<file path="src/rtl/rf_wb_arbiter.sv">
// Register-file writeback arbiter: ALU/load arbitration plus a power-on/on-demand zero sweep.
// Conflict policy: define RF_WB_ARB_RR_EN for round-robin, otherwise fixed priority MEM > ALU.
module rf_wb_arbiter #(
    parameter int DW = 16,
    parameter int AW = 4
) (
    input  logic          clk,
    input  logic          rst,
    input  logic          alu_req,
    input  logic [AW-1:0] alu_addr,
    input  logic [DW-1:0] alu_data,
    output logic          alu_gnt,
    input  logic          mem_req,
    input  logic [AW-1:0] mem_addr,
    input  logic [DW-1:0] mem_data,
    output logic          mem_gnt,
    input  logic          clr_req,
    output logic          busy,
    output logic          rf_we,
    output logic [AW-1:0] rf_waddr,
    output logic [DW-1:0] rf_wdata
);

    typedef enum logic {
        CLEAR = 1'b0,
        RUN   = 1'b1
    } state_t;

    localparam logic [AW-1:0] CNT_LAST = {AW{1'b1}};

    state_t        state_q, state_d;
    logic [AW-1:0] cnt_q, cnt_d;
    logic          rf_we_q, rf_we_d;
    logic [AW-1:0] rf_waddr_q, rf_waddr_d;
    logic [DW-1:0] rf_wdata_q, rf_wdata_d;

`ifdef RF_WB_ARB_RR_EN
    // Last-granted pointer: 0 = ALU, 1 = MEM.
    localparam logic PTR_ALU = 1'b0;
    localparam logic PTR_MEM = 1'b1;
    logic ptr_q, ptr_d;

    always_ff @(posedge clk or posedge rst) begin
        if (rst) begin
            ptr_q <= PTR_ALU;
        end else begin
            ptr_q <= ptr_d;
        end
    end

    always_comb begin
        ptr_d = ptr_q;
        if (alu_gnt) begin
            ptr_d = PTR_ALU;
        end else if (mem_gnt) begin
            ptr_d = PTR_MEM;
        end
    end
`endif

    always_ff @(posedge clk or posedge rst) begin
        if (rst) begin
            state_q    <= CLEAR;
            cnt_q      <= '0;
            rf_we_q    <= 1'b0;
            rf_waddr_q <= '0;
            rf_wdata_q <= '0;
        end else begin
            state_q    <= state_d;
            cnt_q      <= cnt_d;
            rf_we_q    <= rf_we_d;
            rf_waddr_q <= rf_waddr_d;
            rf_wdata_q <= rf_wdata_d;
        end
    end

    // Grants are only issued in RUN and yield to a clear request.
    always_comb begin
        alu_gnt = 1'b0;
        mem_gnt = 1'b0;
        if (state_q == RUN && !clr_req) begin
            if (alu_req && mem_req) begin
`ifdef RF_WB_ARB_RR_EN
                if (ptr_q == PTR_ALU) begin
                    mem_gnt = 1'b1;
                end else begin
                    alu_gnt = 1'b1;
                end
`else
                mem_gnt = 1'b1;
`endif
            end else begin
                alu_gnt = alu_req;
                mem_gnt = mem_req;
            end
        end
    end

    always_comb begin
        state_d    = state_q;
        cnt_d      = cnt_q;
        rf_we_d    = 1'b0;
        rf_waddr_d = rf_waddr_q;
        rf_wdata_d = rf_wdata_q;
        case (state_q)
            CLEAR: begin
                rf_we_d    = 1'b1;
                rf_waddr_d = cnt_q;
                rf_wdata_d = '0;
                if (cnt_q == CNT_LAST) begin
                    state_d = RUN;
                    cnt_d   = '0;
                end else begin
                    cnt_d = cnt_q + AW'(1);
                end
            end
            RUN: begin
                if (clr_req) begin
                    state_d = CLEAR;
                    cnt_d   = '0;
                end else if (alu_gnt) begin
                    // R0 is hardwired zero: the grant is consumed but nothing is written.
                    rf_we_d    = (alu_addr != '0);
                    rf_waddr_d = alu_addr;
                    rf_wdata_d = alu_data;
                end else if (mem_gnt) begin
                    rf_we_d    = (mem_addr != '0);
                    rf_waddr_d = mem_addr;
                    rf_wdata_d = mem_data;
                end
            end
            default: begin
                state_d = CLEAR;
                cnt_d   = '0;
            end
        endcase
    end

    assign busy     = (state_q == CLEAR);
    assign rf_we    = rf_we_q;
    assign rf_waddr = rf_waddr_q;
    assign rf_wdata = rf_wdata_q;

endmodule

</file>
<file path="config.mk">
export PLATFORM = sky130hd
export DESIGN_NAME = rf_wb_arbiter
export DESIGN_NICKNAME = d
export VERILOG_FILES = /design/src/rtl/rf_wb_arbiter.sv
export SDC_FILE = /design/constraint.sdc
export NUM_CORES = 1
export LEC_CHECK = 0
export CAP_MARGIN = 10
export CORE_MARGIN = 2
export CORE_UTILIZATION = 35
export DETAILED_ROUTE_END_ITERATION = 7
export GPL_TIMING_DRIVEN = 0
export HOLD_SLACK_MARGIN = 0.1
export PLACE_DENSITY = 0.83
export SLEW_MARGIN = 5
export SYNTH_ARGS = -nofsm -noshare
export SYNTH_HDL_FRONTEND = slang
export SYNTH_SLANG_ARGS = --single-unit
</file>
<file path="constraint.sdc">
create_clock -name clk -period 1.3 [get_ports clk]
set_input_delay 0.26 -clock clk [delete_from_list [all_inputs] [get_ports clk]]
set_output_delay 0.26 -clock clk [all_outputs]
set_load 0.01 [all_outputs]
</file>
After elaboration in Yosys (flattened, before gate mapping)
Index checks and enable logic that the tools add are counted.

Register bits after elaboration: 26. Input port bits: 45. Output and inout port bits: 24. Logic and storage cells: 39.

$add $sub $neg: 1. Equality and inequality tests: 4. Muxes and demuxes: 22. Bitwise operators: 1. Reductions and logical operators: 6.

Operator list (number): $mux 16 (3); $pmux 16 s2 (1); $mux 4 (5); $pmux 4 s2 (2); $mux 1 (9); $reduce_bool 4->1 (2); $add 4x1->4 const B (1); $eq 4x4->1 const B (1); $ne 2x2->1 const B (2); $pmux 1 s2 (2); $ne 3x3->1 const B (1); $logic_and 1x1->1 (2); $reduce_and 2->1 (1); $logic_not 1->1 (1); $not 1->1 (1).

Depth between registers and ports, before layout
Depth in word-level cells: 7. Depth in mapped cells: 5. Mapped depth without buffers: 4.

Least setup slack after synthesis
Ideal clock, no wire load.

Path type: in2out. Start point: input alu_req. End point: output alu_gnt. Arrival time: 1.009 ns. Data required time: 1.040 ns. Slack: 0.031 ns. Cell stages on the path: 4. Buffers on the path: 2. Cells stage by stage: nor2b_1 > buf_2 > buf_4 > nor2b_1.

Word-level cells in the longest chain between the ends: 3.

Ends and longest elaborated chain: start: declaration (RTL line 9) `input logic alu_req,`; $logic_and 1x1->1 (RTL line 82) `if (alu_req && mem_req) begin`; $mux 1 (*) (RTL line 82); $mux 1 (*) (RTL line 81) `if (state_q == RUN && !clr_req) begin`; end: declaration (RTL line 12) `output logic alu_gnt,`.

Mark *: on every way between the ends. The rest lies on a longest branch, timed or not.

Worst setup path after layout
Start point: register state_q. End point: output mem_gnt.

Word-level cells in the longest chain between the ends: 2.

Ends and longest elaborated chain: start: declaration (RTL line 31) `state_t state_q, state_d;`; start signal: assignment (RTL line 69) `state_q <= state_d;`; $logic_and 1x1->1 (RTL line 81); $mux 1 (RTL line 81); end: declaration (RTL line 16) `output logic mem_gnt,`.

No other way between the ends.

==> impl_metrics.csv <==
group,metric,value,unit
sta,tightestPinTransition,0.981,ns
clocking,clock_sinks,26,
run_status,status,"complete, but fails checks",
sta,finalClockSkew,0.00510,ns
global_routing,grt_usage,19.8,%
routing,drc,0,
setup_path,crit_path_start_kind,"flip-flop",
finish,areaGrowthSynthToFinish,84.7,%
floorplanning,rows,21,
place,dpl.hpwl,2870,um
setup_path,path_buf_inv,2,
sta,fin_hold_ws,0.359,ns
synthesis,yosys_warnings,0,
setup_path,slowest_delay,0.43,ns
power,power_leakage,1.03,nW
clocking,cts-root-buf,"clkbuf_4",
synthesis,synth-seq-cells,26,
sta,rsz0062_at_grt,"true",
sta,hold_viol,0,
synthesis,ys_seq_area_share,51.9,%
synthesis,syn_area,1250,um^2
finish,ff_latch_area,652,um^2
routing,routedWlPerCell,16.7,um
synthesis,avgSynthCellArea,11.5,um^2
run_status,failed_checks,"setup timing",
clocking,cts.path.max_buffers,2,
sta,slew_headroom,34.5,%
hold_path,hp-class,"in -> reg",
place,dp.cells,223,
sta,slew_violations,0,
setup_path,required,1.04,ns
finish,antennaDiodeCount,0,
finish,layout-drive-gt1-share,26.6,%
finish,final_nets,250,
routing,wirelength,4150,um
finish,final_cell_mix,"39 x clkdlybuf4s50_1, 25 x dfrtp_1, 21 x buf_4",
flow_run,max_cap_viol_count,0,
floorplanning,initial_core_util,37.0,%
routing,ant_nets,0,
sta,timing.fmax,683,MHz
routing,viasPerCell,5.33,
clocking,h-tree-depth,1,
floorplanning,die_area,4070,um^2
clocking,numCtsBuffers,3,
synthesis,ys_types,29,
setup_path,cp_slowest_cell,"dfrtp_1",
global_routing,antenna_found_initial,0,
global_routing,grt_max_degree,27,
place,io_buffers,68,
global_routing,grt_pass1_vias,1292,
floorplanning,pin_count,69,
place,place_congestion,0.892,
routing,num_vias,1328,
synthesis,synth-edff-count,0,
synthesis,synth_nets,155,
synthesis,async_flop_share,100,%
power,power,0.00277,W
sta,fin_tns_setup,-0.491,ns
setup_path,cp-end-kind,"output pin",
floorplanning,core-area,3390,um^2
finish,finalNonFillerCells,249,
setup_path,worstPathCellList,"inv_2, nor2_4, and2_4, buf_6",
sta,setup_viol_count_final,6,
routing,drt_pass1_iterations,4,
setup_path,path_max_fanout,2,
synthesis,synth_flop_cell,"dfrtp_1",
setup_path,crit_arrival,1.20,ns
global_routing,overflow,0,
clocking,cts_tree,"built",
finish,layout_commonest_cell,"clkdlybuf4s50_1",
synthesis,postSynthCellCount,109,
setup_path,critical_path_class,"reg -> out",
global_routing,grt_pass1_wl,6350,um
sta,post-route-period-util,113,%
finish,multi_input_area,619,um^2
floorplanning,chipWidth,63.8,um
power,ir_drop,0.484,mV
floorplanning,dieHeight,63.8,um
routing,drt-initial-drc-count,50,
setup_path,cpLargestDelayFamily,"flip-flops",
finish,fillCellCount,244,
clocking,clk_pin_slew,0.14,ns
sta,period_needed,1.46,ns
power,powerDensity,1200,nW/um^2
clocking,clock_latency,0.33,ns
sta,worst_slack,-0.163,ns
-- per-layer routing --
metal  track usage, %  vias to the layer above  wire length, um
li1                 -                      617                -
met1             24.2                      654             1740
met2             35.0                       53             2140
met3             3.87                        4              229
met4             5.43                        0               42
met5                0                        -                0
-- repair_timing --
action                                  CTS  global route
buffers inserted                         11            12
pin swaps                                 6             1
hold buffers                              0             0
endpoints found under the setup margin   41            42
gates resized for setup                  64            32
-- synth_stat cells, drive strengths merged, types with 2 or more instances --
library cell,count,area [um^2]
dfrtp,26,651
a22oi,17,128
o2bb2ai,17,149
buf,8,48.8
a22o,5,43.8
nor2b,5,31.3
a221o,3,30.0
inv,3,11.3
nor2,3,11.3
o21ai,3,15.0
and2,2,12.5
nand3,2,10.0
or4,2,15.0
-- worst reg2reg max path, delay by kind of cell, from the launching register on --
family / cells / cell delay, ns
flops: 1 / 0.44
buf+inv: 3 / 0.37
compound gates: 1 / 0.31
simple gates: 1 / 0.13
-- flip-flops by register name, summed over array words and instances, names as in the netlist --
signal    count
cnt_q         4
rf_waddr      4
rf_wdata     16
rf_we         1
state_q       1
-- kinds of logic after synthesis --
logic type	synth area share [%]
AOI/OAI and AO/OA	32.9
DFF	51.9
and+or+nand+nor	8.19
buffers and inverters	5.09
muxes	0.899
adders and majority gates	0.999
-- power breakdown --
part / internal, W / switching (W)
Combinational: 0.000734 / 0.000501
Sequential: 0.000971 / 0.000140
Clock: 0.000172 / 0.000248
Total: 0.00188 / 0.000889
-- stage by stage --
stage / util, % / cell area, um^2 / setup slack [ns]
after floorplan: - / 1250 / 0.0311
after global placement: 58.7 / 1990 / -1.05
after detailed placement: 58.7 / 1990 / -1.05
after CTS: 63.4 / 2150 / -0.217
after global routing: 68.3 / 2310 / -0.214
final: 68.3 / 2310 / -0.163
-- layout make-up --
cell class	instances	area share, %
plain buffers	8	2.97
clock buffers	4	1.57
inverters	3	0.487
multi-input cells	71	26.8
flip-flops and latches	26	28.2
well taps	46	2.49
repair buffers	91	37.5
-- path summary, 6_finish.rpt --
kind	startpoint	end	slack, ns	cells past startpoint
min in group asynchronous	rst	rf_wdata[8]	0.44	2
worst min register to register	rf_wdata[11]	rf_wdata[11]	0.51	1
worst max register to register	state_q	rf_waddr[2]	-0.06	5
worst min-delay path	alu_addr[1]	rf_waddr[1]	0.36	3
max in group asynchronous	rst	cnt_q[0]	0.20	2
worst max-delay path	state_q	mem_gnt	-0.16	4
(Power assumes the default switching activity.)
